$ cat src/rtl/alu_issue_ctrl.sv
// Operand/issue stage in front of the 16-bit ALU: one instruction in flight,
// walked through IDLE -> EXEC -> WB with an internal 8-entry register file.
module alu_issue_ctrl #(
   parameter int WIDTH = 16,
   parameter int NREG  = 8
) (
   input  logic             CLK,
   input  logic             RST,
   input  logic [15:0]      INSTR,
   input  logic             INSTR_VLD,
   output logic             INSTR_RDY,
   output logic [2:0]       ALU_OP,
   output logic [WIDTH-1:0] A,
   output logic [WIDTH-1:0] B,
   input  logic [WIDTH-1:0] ALU_OUT,
   input  logic             ZF,
   output logic [WIDTH-1:0] WB_DATA,
   output logic             ZF_REG,
   output logic             DONE,
   input  logic [2:0]       DBG_ADDR,
   output logic [WIDTH-1:0] DBG_DATA,
   output logic [1:0]       DBG_STATE
);

   localparam logic [1:0] S_IDLE = 2'd0;
   localparam logic [1:0] S_EXEC = 2'd1;
   localparam logic [1:0] S_WB   = 2'd2;

   // Handshake: a word transfers on a rising edge where INSTR_VLD and
   // INSTR_RDY are both high; INSTR_RDY is high only in IDLE, so a word held
   // during EXEC/WB is ignored until the next IDLE edge.

   logic [1:0]       state;
   logic [15:0]      ir;
   logic [WIDTH-1:0] regs [NREG];
   logic [WIDTH-1:0] wb_data;
   logic             zf_reg;

   logic [2:0]       op_f;
   logic [2:0]       rd_f;
   logic [2:0]       rs_f;
   logic [2:0]       rt_f;
   logic             imm_sel_f;
   logic [2:0]       imm3_f;
   logic [WIDTH-1:0] rs_val;
   logic [WIDTH-1:0] rt_val;

   assign op_f      = ir[15:13];
   assign rd_f      = ir[12:10];
   assign rs_f      = ir[9:7];
   assign rt_f      = ir[6:4];
   assign imm_sel_f = ir[3];
   assign imm3_f    = ir[2:0];

   // R0 reads as zero regardless of storage contents.
   assign rs_val   = (rs_f == 3'd0)     ? '0 : regs[rs_f];
   assign rt_val   = (rt_f == 3'd0)     ? '0 : regs[rt_f];
   assign DBG_DATA = (DBG_ADDR == 3'd0) ? '0 : regs[DBG_ADDR];

   assign INSTR_RDY = (state == S_IDLE);
   assign DONE      = (state == S_WB);
   assign WB_DATA   = wb_data;
   assign ZF_REG    = zf_reg;
   assign DBG_STATE = state;

   always_comb begin
      ALU_OP = 3'd0;
      A      = '0;
      B      = '0;
      if (state == S_EXEC) begin
         ALU_OP = op_f;
         A      = rs_val;
         B      = imm_sel_f ? {{(WIDTH-3){1'b0}}, imm3_f} : rt_val;
      end
   end

   always_ff @(posedge CLK) begin
      if (RST) begin
         state   <= S_IDLE;
         ir      <= '0;
         wb_data <= '0;
         zf_reg  <= 1'b0;
         for (int i = 0; i < NREG; i++) begin
            regs[i] <= '0;
         end
      end else begin
         case (state)
            S_IDLE: begin
               if (INSTR_VLD) begin
                  ir    <= INSTR;
                  state <= S_EXEC;
               end
            end
            S_EXEC: begin
               wb_data <= ALU_OUT;
               zf_reg  <= ZF;
               state   <= S_WB;
            end
            S_WB: begin
               // Writes to R0 are dropped; WB_DATA/ZF_REG already updated.
               if (rd_f != 3'd0) begin
                  regs[rd_f] <= wb_data;
               end
               state <= S_IDLE;
            end
            default: state <= S_IDLE;
         endcase
      end
   end

endmodule

$ cat config.mk
export PLATFORM = sky130hd
export DESIGN_NAME = alu_issue_ctrl
export DESIGN_NICKNAME = d
export VERILOG_FILES = /design/src/rtl/alu_issue_ctrl.sv
export SDC_FILE = /design/constraint.sdc
export NUM_CORES = 1
export LEC_CHECK = 0
export ABC_AREA = 1
export BUFFER_PORTS_ARGS = -buffer_cell sky130_fd_sc_hd__buf_2
export CORE_ASPECT_RATIO = 0.6
export CORE_MARGIN = 2
export CORE_UTILIZATION = 34
export CTS_CLUSTER_DIAMETER = 100
export DETAILED_ROUTE_END_ITERATION = 10
export PLACE_DENSITY = 0.59
export SLEW_MARGIN = 10
export SYNTH_ARGS = -nofsm -noshare
export SYNTH_HDL_FRONTEND = slang
export SYNTH_SLANG_ARGS = --single-unit
export TNS_END_PERCENT = 30
$ cat constraint.sdc
create_clock -name CLK -period 1.9 [get_ports CLK]
set_clock_uncertainty 0.05 [all_clocks]
set_input_delay 0.095 -clock CLK [delete_from_list [all_inputs] [get_ports CLK]]
set_output_delay 0.095 -clock CLK [all_outputs]
set_load 0.02 [all_outputs]
## Word-level counts from Yosys, hierarchy flattened

Memories as Yosys holds them, arrays and structs flattened. A register that Yosys moved wholly into a read port is not among the register bits.
Cells that the tools add are included.

- Output and inout bits: 72
- Memories: 1
- Bits in writable memories: 128
- Bits in latches: 0
- Memory bits (read-only): 0
- Register bits after elaboration: 35
- Input port bits: 39

Memory list:

| memory | words | bits a word | read ports | clocked after memory_dff | write ports | RTL line | RTL |
|---|---|---|---|---|---|---|---|
| regs | 8 | 16 | 3 | 2 | 8 | 35 | `logic [WIDTH-1:0] regs [NREG];` |

- Equality and inequality tests: 3
- Muxes and demuxes: 22
- Div/mod/pow operators: 0
- $lt $le $gt $ge: 0
- Add/sub/neg operators: 0
- Reduce and logical (&&, ||, !) cells: 7
- Bitwise logic cells: 0
- Multiply operators: 0
- Shift-type cells: 0

Operators by type and width:

| cell | count |
|---|---|
| $mux W16 | 7 |
| $mux W3 | 6 |
| $reduce_or A16 Y1 | 1 |
| $logic_not A3 Y1 | 3 |
| $mux W1 | 7 |
| $pmux W2 S2 | 1 |
| $reduce_bool A3 Y1 | 1 |
| $eq A2 B1 Y1 const B | 1 |
| $eq A2 B2 Y1 const B | 1 |
| $logic_not A2 Y1 | 1 |
| $mux W2 | 1 |
| $ne A2 B2 Y1 const B | 1 |
| $reduce_and A2 Y1 | 1 |

## Logic depth before layout (Yosys ltp)

Gate-level depths: netlist (run 1).

- Depth after elaboration: 7
- Mapped depth: 8

## Worst setup path before layout (run 1)

No wires, ideal clock.

- Kind: flip-flop to flip-flop
- From: reg state[1] (netlist: DBG_STATE[1])
- To: mem regs[1][0] (enable)
- Path buffers: 1
- Setup time: 0.372 ns
- Setup slack: -0.208 ns
- Cell stages (with the launch flop): 6
- Data arrival time: 1.686 ns
- Data required time: 1.478 ns
- Path through: dfxtp_1 > inv_1 > nor3_4 > nand4_2 > buf_2 > nand2_1

RTL lines:

| element | RTL line | RTL |
|---|---|---|
| from (decl) | 33 | `logic [1:0] state;` |
| from (signal assigned) | 79 | `state <= S_IDLE;` |
| from (signal assigned) | 91 | `state <= S_EXEC;` |
| from (signal assigned) | 97 | `state <= S_WB;` |
| to (decl) | 35 |  |

==> flow_summary.ini, run 1 <==
[run_status]
status = complete, but fails checks
violations = negative setup slack

[clock_tree]
numCtsBuffers = 17
htreeDepth = 4
clk_pin_slew_ns = 0.07
clockBufferDepth = 2
cts_sinks = 169
cts-root-buf = clkbuf_16
clkLatencyLatePin_ns = 0.45
cts_tree = done

[detailed_routing]
vias = 9507
ant_nets = 0
drcViolationCount = 0
first_iter_violations = 1203
avgViaCountPerCell = 5.52
wl_per_cell_um = 20.1
wirelength_um = 34500
first_pass_iters = 5

[min_path]
hold_class = primary input to register

[sta]
whs_ns = 0.0274
fin_crit_sh = 1.08
tightest_slew_ns = 0.713
fmax_mhz = 488
period_minus_slack_ns = 2.05
rsz0062_at_grt = yes
setup_viol_count_final = 29
fin_ws_ns = -0.148
timing.final.hold_violations = 0
final_max_slew_viol_count = 0
slew_headroom = 0.524

[worst_setup_path]
worst-path-buf-inv = 3
cp.arrival_ns = 1.90
crit_path_end_kind = primary output
crit_path_max_incr_delay_ns = 0.42
cp.required_ns = 1.75
crit_type = register to primary output
crit_chain = inv_4 > clkbuf_16 > o21ai_0 > a21oi_2 > nor2_1 > buf_4
crit_family = compound AO/OA/AOI/OAI gates
path_max_fanout = 12
regToRegSetupSlack_ns = 0.05
start_kind = register
slowest_stage = dfxtp_4

[pwr]
p_total_w = 0.00975
cellInternalPower_w = 0.00676
switching_share = 0.307
max-vdd-ir-drop_v = 0.000692
power_switching_w = 0.00300
clkPwrFrac = 0.342
comb_power_share = 0.217
share_seq_of_total_power = 0.441
power.density_nw_per_um2 = 795
power_leakage_nw = 4.69

[global_routing]
antenna_found_initial = 0
grt_start_max_net_pins = 78
grt_pass1_wl_um = 50500
overflow = 0
track_usage = 0.230
grt_pass1_vias = 8805

[floorplanning]
ios = 111
core_um2 = 26800
die_area_um2 = 28900
rows = 46
die_width_um = 218
start_util = 0.350
fp.dieH_um = 133

[yosys]
synth_area_leaders = edfxtp_1, o21ai_0, nor2_1, dfxtp_1, a21oi_1
syn_avg_cell_area_um2 = 7.74
syn_area_um2 = 9360
synthTopCellsByCount = nor2_1, o21ai_0, nand2_1, a21oi_1, edfxtp_1
ys_types = 23
synth_top_area_share = 0.411
ys.flop_type = edfxtp_1
post-synth-top-count-cell = nor2_1
ys_seq_area_frac = 0.498
synth_area_leader_cell = edfxtp_1
yosysWarnings = 0
synth_edf_count = 128
synth_cells = 1209
synth_seq_cells = 169
async_reset_ff_frac = 0

[placement]
numPortBuffers = 110
post-place-ws_ns = 0.0743
dpl_cell_area_um2 = 10500
detailed_place_hpwl_um = 22000
gp_congestion = 0.914

[final_layout]
area_delta_synth_final_pct = 31.1
drive_gt1_frac = 0.207
antenna_cells = 0
nNetsFinal = 1388
final_area_um2 = 12300
postLayoutCoreUtil = 0.459

[flow_run]
max_cap_violations = 0
sequential cells by signal, indices dropped and copies added, names as in the netlist, named ones only:
register	count
DBG_STATE	2
ir	16
regs	128
ZF_REG	1
WB_DATA	16
final cells by class:
| class | instances | area (µm²) |
|---|---|---|
| clock inverter | 6 | 37.5 |
| tap | 360 | 450 |
| sequential | 169 | 4680 |
| fill | 2601 | 14500 |
| multi-input combinational | 865 | 4340 |
| clock buffer | 26 | 510 |
| timing repair buffer | 201 | 1890 |
| inverter | 95 | 365 |
layout by cell type (no fill, tap or decap), types with 13 or more instances in the layout:
| master | synthesis | routed |
|---|---|---|
| o21ai_1 | 3 | 20 |
| a21oi_1 | 133 | 114 |
| clkbuf_16 | 0 | 25 |
| inv_1 | 91 | 88 |
| a21oi_2 | 0 | 18 |
| buf_2 | 24 | 78 |
| dlygate4sd3_1 | 0 | 33 |
| buf_12 | 0 | 19 |
| conb_1 | 1 | 16 |
| o21ai_0 | 207 | 190 |
| buf_6 | 0 | 22 |
| nor2_2 | 0 | 13 |
| o211ai_1 | 39 | 39 |
| buf_4 | 2 | 39 |
| nor2_1 | 240 | 220 |
| nand3_1 | 67 | 58 |
| dfxtp_1 | 41 | 35 |
| nand2_1 | 145 | 128 |
| edfxtp_1 | 128 | 128 |
through the flow:
step,std cells,setup TNS [ns]
after floorplan,1224,-3.71
after global placement,1639,0
after detailed placement,1639,0
after CTS,1710,-0.953
after global routing,1722,-3.61
final,1722,-1.20
worst register-to-register path, cell delays in order, from the launching register on:
cell     delay (ns)
dfxtp_4        0.35
buf_4          0.15
nor3_4         0.45
nand4_2        0.21
nand2_4        0.18
buf_12         0.17
kinds of logic (layout without fill, tap and decap cells):
group / Yosys count / count (layout) / share of synthesized area
flops: 169 / 169 / 0.498
buf+inv: 190 / 328 / 0.0802
compound gates: 382 / 382 / 0.215
simple gates: 467 / 467 / 0.207
other cells: 1 / 16 / 0.000401
final timing paths:
check,cells after the start,to,from
setup reg to reg,5,regs[4][12]$_SDFFCE_PN0P_,DBG_STATE[0]$_SDFFE_PP0P_
hold reg to reg,2,ir[15]$_SDFFE_PP0P_,ir[15]$_SDFFE_PP0P_
hold / removal,3,ir[12]$_SDFFE_PP0P_,INSTR[12]
setup / recovery,6,B[9],register
power by group through the flow:
stage	registers [W]	logic, W	clock network (W)
2_1_floorplan	0.00433	0.00107	0
3_3_place_gp	0.00435	0.00171	0
3_5_place_dp	0.00435	0.00172	0
4_1_cts	0.00428	0.00190	0.00338
5_1_grt	0.00432	0.00227	0.00353
6_report	0.00430	0.00212	0.00334
metal layers:
layer	global-route usage	wire length, µm	vias up
met4	0.0707	849	0
met3	0.0552	3740	76
met1	0.325	15000	4466
met2	0.348	15000	588
met5	0	0	-
li1	-	-	4377
what timing repair did:
item	in CTS	in global routing
endpoints found under the setup margin	33	140
cloned	2	7
pin swaps	16	14
endpoints found under the hold margin	40	0
gates resized for setup	99	73
buffers inserted	4	5
hold buffers	33	0
No activity file was read; power rests on OpenSTA's default activity.
==> run 2: changes to the inputs <==
==> constraint.sdc (replaced) <==
create_clock -name CLK -period 1.9 [get_ports CLK]
set_clock_uncertainty 0.05 [all_clocks]
set_input_delay 0.19 -clock CLK [delete_from_list [all_inputs] [get_ports CLK]]
set_output_delay 0.19 -clock CLK [all_outputs]
set_load 0.02 [all_outputs]
==> run 2 against run 1 <==
The run still ends with negative setup slack left. Utilization fell by 0.18 points. Combinational power fell by 3%. Count of clock-buffer cells in the layout down 3. Power increased by 3.2%. Hold slack about the same. Sequential power barely moved. Worst setup slack got worse by 0.037 ns.
==> flow_summary.ini, run 2 (synthesis gave the netlist of run 1 again) <==
[run_status]
status = complete, but fails checks
violations = negative setup slack

[pwr]
max-vdd-ir-drop_v = 0.000659
power.density_nw_per_um2 = 823
cellInternalPower_w = 0.00704
share_seq_of_total_power = 0.427
comb_power_share = 0.204
p_total_w = 0.0101
power_switching_w = 0.00302
switching_share = 0.300
clkPwrFrac = 0.368
power_leakage_nw = 4.67

[placement]
dpl_cell_area_um2 = 10700
placed_cells = 1647
gp_congestion = 0.940
detailed_place_hpwl_um = 22200
numPortBuffers = 110

[final_layout]
fillers = 2637
antenna_cells = 0
final_common_cell = nor2_1
regArea_um2 = 4680
nNetsFinal = 1383
mostFrequentLayoutCells = nor2_1, o21ai_0, edfxtp_1, nand2_1, a21oi_1
area_delta_synth_final_pct = 30.6
largest_reg_flops = 128
multi_input_area_um2 = 4300
top_register = regs
drive_gt1_frac = 0.220
final_area_um2 = 12200
final-instance-count-excl-fill = 1717

[detailed_routing]
vias = 9411
wirelength_um = 34200
first_pass_iters = 5
first_iter_violations = 1291
wl_per_cell_um = 19.9
ant_nets = 0
avgViaCountPerCell = 5.48
drcViolationCount = 0

[global_routing]
overflow = 0
grt_pass1_wl_um = 52300
antenna_found_initial = 0
track_usage = 0.239
grt_start_max_net_pins = 78
grt_pass1_vias = 8906

[floorplanning]
ios = 111
die_width_um = 218
die_area_um2 = 28900
fp.dieH_um = 133
rows = 46
core_um2 = 26800
start_util = 0.350

[min_path]
whs_path_depth = 3
hold_class = primary input to register
min_from = INSTR[5]

[clock_tree]
cts_sinks = 169
cts-root-buf = clkbuf_16
htreeDepth = 4
numCtsBuffers = 17
clockBufferDepth = 2
cts_tree = done
clkLatencyLatePin_ns = 0.45
clk_pin_slew_ns = 0.07

[worst_setup_path]
crit_family = flip-flops
crit_chain = inv_2 > buf_12 > nor2_1 > o21ai_2 > a21oi_1 > nor2_4 > buf_6
worst-path-buf-inv = 3
r2r-start = DBG_STATE[1]$_SDFFE_PP0P_
regToRegEndpoint = regs[3][13]$_SDFFCE_PN0P_
cp.required_ns = 1.66
reg2reg_depth = 6
path_max_fanout = 36
cp.arrival_ns = 1.84
crit_path_end_kind = primary output
regToRegSetupSlack_ns = 0.14
start_kind = register
slowest_stage = dfxtp_4
crit_type = register to primary output
crit_path_max_incr_delay_ns = 0.42

[flow_run]
max_cap_violations = 0

[sta]
fin_ws_ns = -0.185
fmax_mhz = 480
fin_crit_sh = 1.10
setup_viol_count_final = 32
period_minus_slack_ns = 2.08
timing.final.hold_violations = 0
rsz0062_at_grt = yes
final_max_slew_viol_count = 0
==> run 2: layout make-up <==
cell class | instances | share of cell area
Clock inverter | 9 | 0.00839
Sequential cell | 169 | 0.383
Tap cell | 360 | 0.0368
Timing Repair Buffer | 196 | 0.149
Multi-Input combinational cell | 865 | 0.351
Inverter | 95 | 0.0300
Clock buffer | 23 | 0.0418
==> run 2: metrics by stage <==
step                TNS, ns  hold WS (ns)  utilization  worst slack (ns)
finish                -3.79        0.0276        0.457            -0.185
global route          -6.89        0.0617        0.457            -0.268
CTS                   -3.58        0.0120        0.449            -0.170
detailed placement        0         0.375        0.398             0.130
global placement          0         0.374        0.398             0.126
floorplan             -3.71         0.212            -           -0.0332
==> run 2: worst max-delay path by stage <==
stage | startpoint | slack, ns | cells past startpoint | to
after floorplan | DBG_STATE[1]$_SDFFE_PP0P_ | -0.03 | 5 | regs[1][0]$_SDFFCE_PN0P_
after global placement | DBG_ADDR[0] | 0.13 | 8 | DBG_DATA[9]
after detailed placement | DBG_ADDR[0] | 0.13 | 8 | DBG_DATA[9]
after CTS | register | -0.17 | 7 | A[0]
after global routing | register | -0.27 | 8 | A[0]
final | register | -0.18 | 7 | B[12]
==> run 2: metal layers <==
| metal | GRT usage | vias up | routed length [µm] |
|---|---|---|---|
| met3 | 0.0598 | 52 | 3900 |
| met4 | 0.0745 | 0 | 635 |
| met2 | 0.356 | 588 | 14900 |
| met1 | 0.340 | 4392 | 14800 |
| met5 | 0 | - | 0 |
| li1 | - | 4379 | - |
==> run 2: tightest hold or removal path: stages <==
cell and delay (ns):
buf_2 0.08, o21ai_0 0.09, nor2_1 0.12
==> run 2: what timing repair did <==
item | CTS | global route
endpoints found under the setup margin | 33 | 56
gates resized for setup | 129 | 71
pin swaps | 20 | 9
setup buffers | 9 | 0
gates cloned | 4 | 1
hold buffers | 25 | 0
endpoints found under the hold margin | 25 | 0
==> run 2: power groups by stage <==
stage / sequential (W) / clock [W] / combinational, W
after floorplan: 0.00433 / 0 / 0.00107
after global placement: 0.00435 / 0 / 0.00172
after detailed placement: 0.00435 / 0 / 0.00173
after CTS: 0.00429 / 0.00374 / 0.00195
after global routing: 0.00432 / 0.00391 / 0.00223
final: 0.00430 / 0.00371 / 0.00206
==> run 3: changes to the inputs <==
- CORE_ASPECT_RATIO: 0.6 -> 0.5
==> run 3 against run 2 <==
Combinational power is 11% higher. The flow still finishes with violations (negative setup slack). Wire length is 9.9% higher. Die area is 0.13% higher. Register-to-register slack better by 0.11 ns. Largest cell class unchanged. Critical path depth is 1 higher. Utilization is 0.80 points higher. Largest power group unchanged. Critical endpoint is now A[7]. Design area is 1.7% higher. Cell count is 0.29% higher. Sequential share of layout area is 0.66 points lower.
==> flow_summary.ini, run 3 (synthesis gave the netlist of run 1 again) <==
[floorplanning]
rows = 42
core_um2 = 26700
die_width_um = 239
start_util = 0.350
fp.dieH_um = 121
ios = 111
die_area_um2 = 29000

[sta]
period_minus_slack_ns = 2.13
timing.final.hold_violations = 0
slew_headroom = 0.658
tightest_slew_ns = 0.512
rsz0062_at_grt = yes
fin_crit_sh = 1.12
tns_ns = -5.26
fin_ws_ns = -0.227
setup_viol_count_final = 32
final_max_slew_viol_count = 0
fmax_mhz = 470

[worst_setup_path]
path_max_fanout = 7
cp.required_ns = 1.66
reg2reg_depth = 6
cp.arrival_ns = 1.89
start_kind = register
crit_type = register to primary output
crit_path_end_kind = primary output

[placement]
post-place-ws_ns = 0.149
gp_congestion = 0.866
detailed_place_hpwl_um = 24000
numPortBuffers = 110

[min_path]
whs_path_depth = 3
hold_class = primary input to register

[detailed_routing]
first_pass_iters = 6
vias = 9620
ant_nets = 0
avgViaCountPerCell = 5.59
drcViolationCount = 0
first_iter_violations = 1285
wl_per_cell_um = 21.8
wirelength_um = 37600

[clock_tree]
cts_sinks = 169
clkLatencyLatePin_ns = 0.45
htreeDepth = 4
clockBufferDepth = 2
clk_pin_slew_ns = 0.07
cts_tree = done
numCtsBuffers = 17
cts-root-buf = clkbuf_16

[final_layout]
postLayoutCoreUtil = 0.465
mostFrequentLayoutCells = nor2_1, o21ai_0, nand2_1, edfxtp_1, a21oi_1
drive_gt1_frac = 0.230
largest_reg_flops = 128
antenna_cells = 0
top_register = regs
area_delta_synth_final_pct = 32.8
nNetsFinal = 1396
final_common_cell = nor2_1

[run_status]
violations = negative setup slack
status = complete, but fails checks

[pwr]
max-vdd-ir-drop_v = 0.000420
power_leakage_nw = 4.80
power.density_nw_per_um2 = 809

[global_routing]
grt_start_max_net_pins = 78
grt_pass1_wl_um = 54700
antenna_found_initial = 0
grt_pass1_vias = 8859
track_usage = 0.256
overflow = 0

[flow_run]
max_cap_violations = 0
-- run 3: what timing repair did --
item,in CTS,in global routing
cloned,8,5
endpoints found under the setup margin,37,47
pin swaps,23,25
endpoints found under the hold margin,29,0
setup buffers,4,1
gates resized for setup,137,76
hold buffers,25,0
-- run 3: worst max-delay path, cell delays in order (launching register included) --
cell	delay, ns
dfxtp_4	0.42
buf_12	0.18
clkbuf_16	0.18
a21oi_1	0.13
o21ai_1	0.08
nand3_1	0.10
nand2_2	0.07
nor2_4	0.13
buf_6	0.13
-- run 3: path summary, 6_finish.rpt --
kind,slack (ns),start,endpoint
setup / recovery,-0.23,register,A[7]
hold / removal,0.003,INSTR[2],ir[2]$_SDFFE_PP0P_
setup reg to reg,0.25,DBG_STATE[0]$_SDFFE_PP0P_,regs[3][12]$_SDFFCE_PN0P_
hold reg to reg,0.40,ir[13]$_SDFFE_PP0P_,ir[13]$_SDFFE_PP0P_
-- run 3: stage by stage --
step	instances	hold WS (ns)	power (W)	instance area, µm²
floorplan	1224	0.212	0.00540	9440
global placement	1647	0.372	0.00613	10700
detailed placement	1647	0.373	0.00616	10700
CTS	1716	0.00268	0.00988	12100
global route	1722	0.0305	0.0104	12400
finish	1722	0.00338	0.0101	12400
-- run 3: layout make-up --
type	instances	area (µm²)
Multi-Input combinational cell	865	4320
Inverter	95	362
Sequential cell	169	4680
Tap cell	352	440
Fill cell	2547	14300
Timing Repair Buffer	209	2050
Clock buffer	26	544
Clock inverter	6	32.5
-- run 3: report_power, final --
part	internal, W	switching (W)	total, W
clock	0.00198	0.00149	0.00347
combinational	0.000840	0.00145	0.00228
sequential	0.00415	0.000155	0.00430
-- run 3: metal layers --
metal,global-route usage,share of wire
met5,0,0
met4,0.0789,0.019
met3,0.0703,0.11
met2,0.381,0.44
met1,0.361,0.43
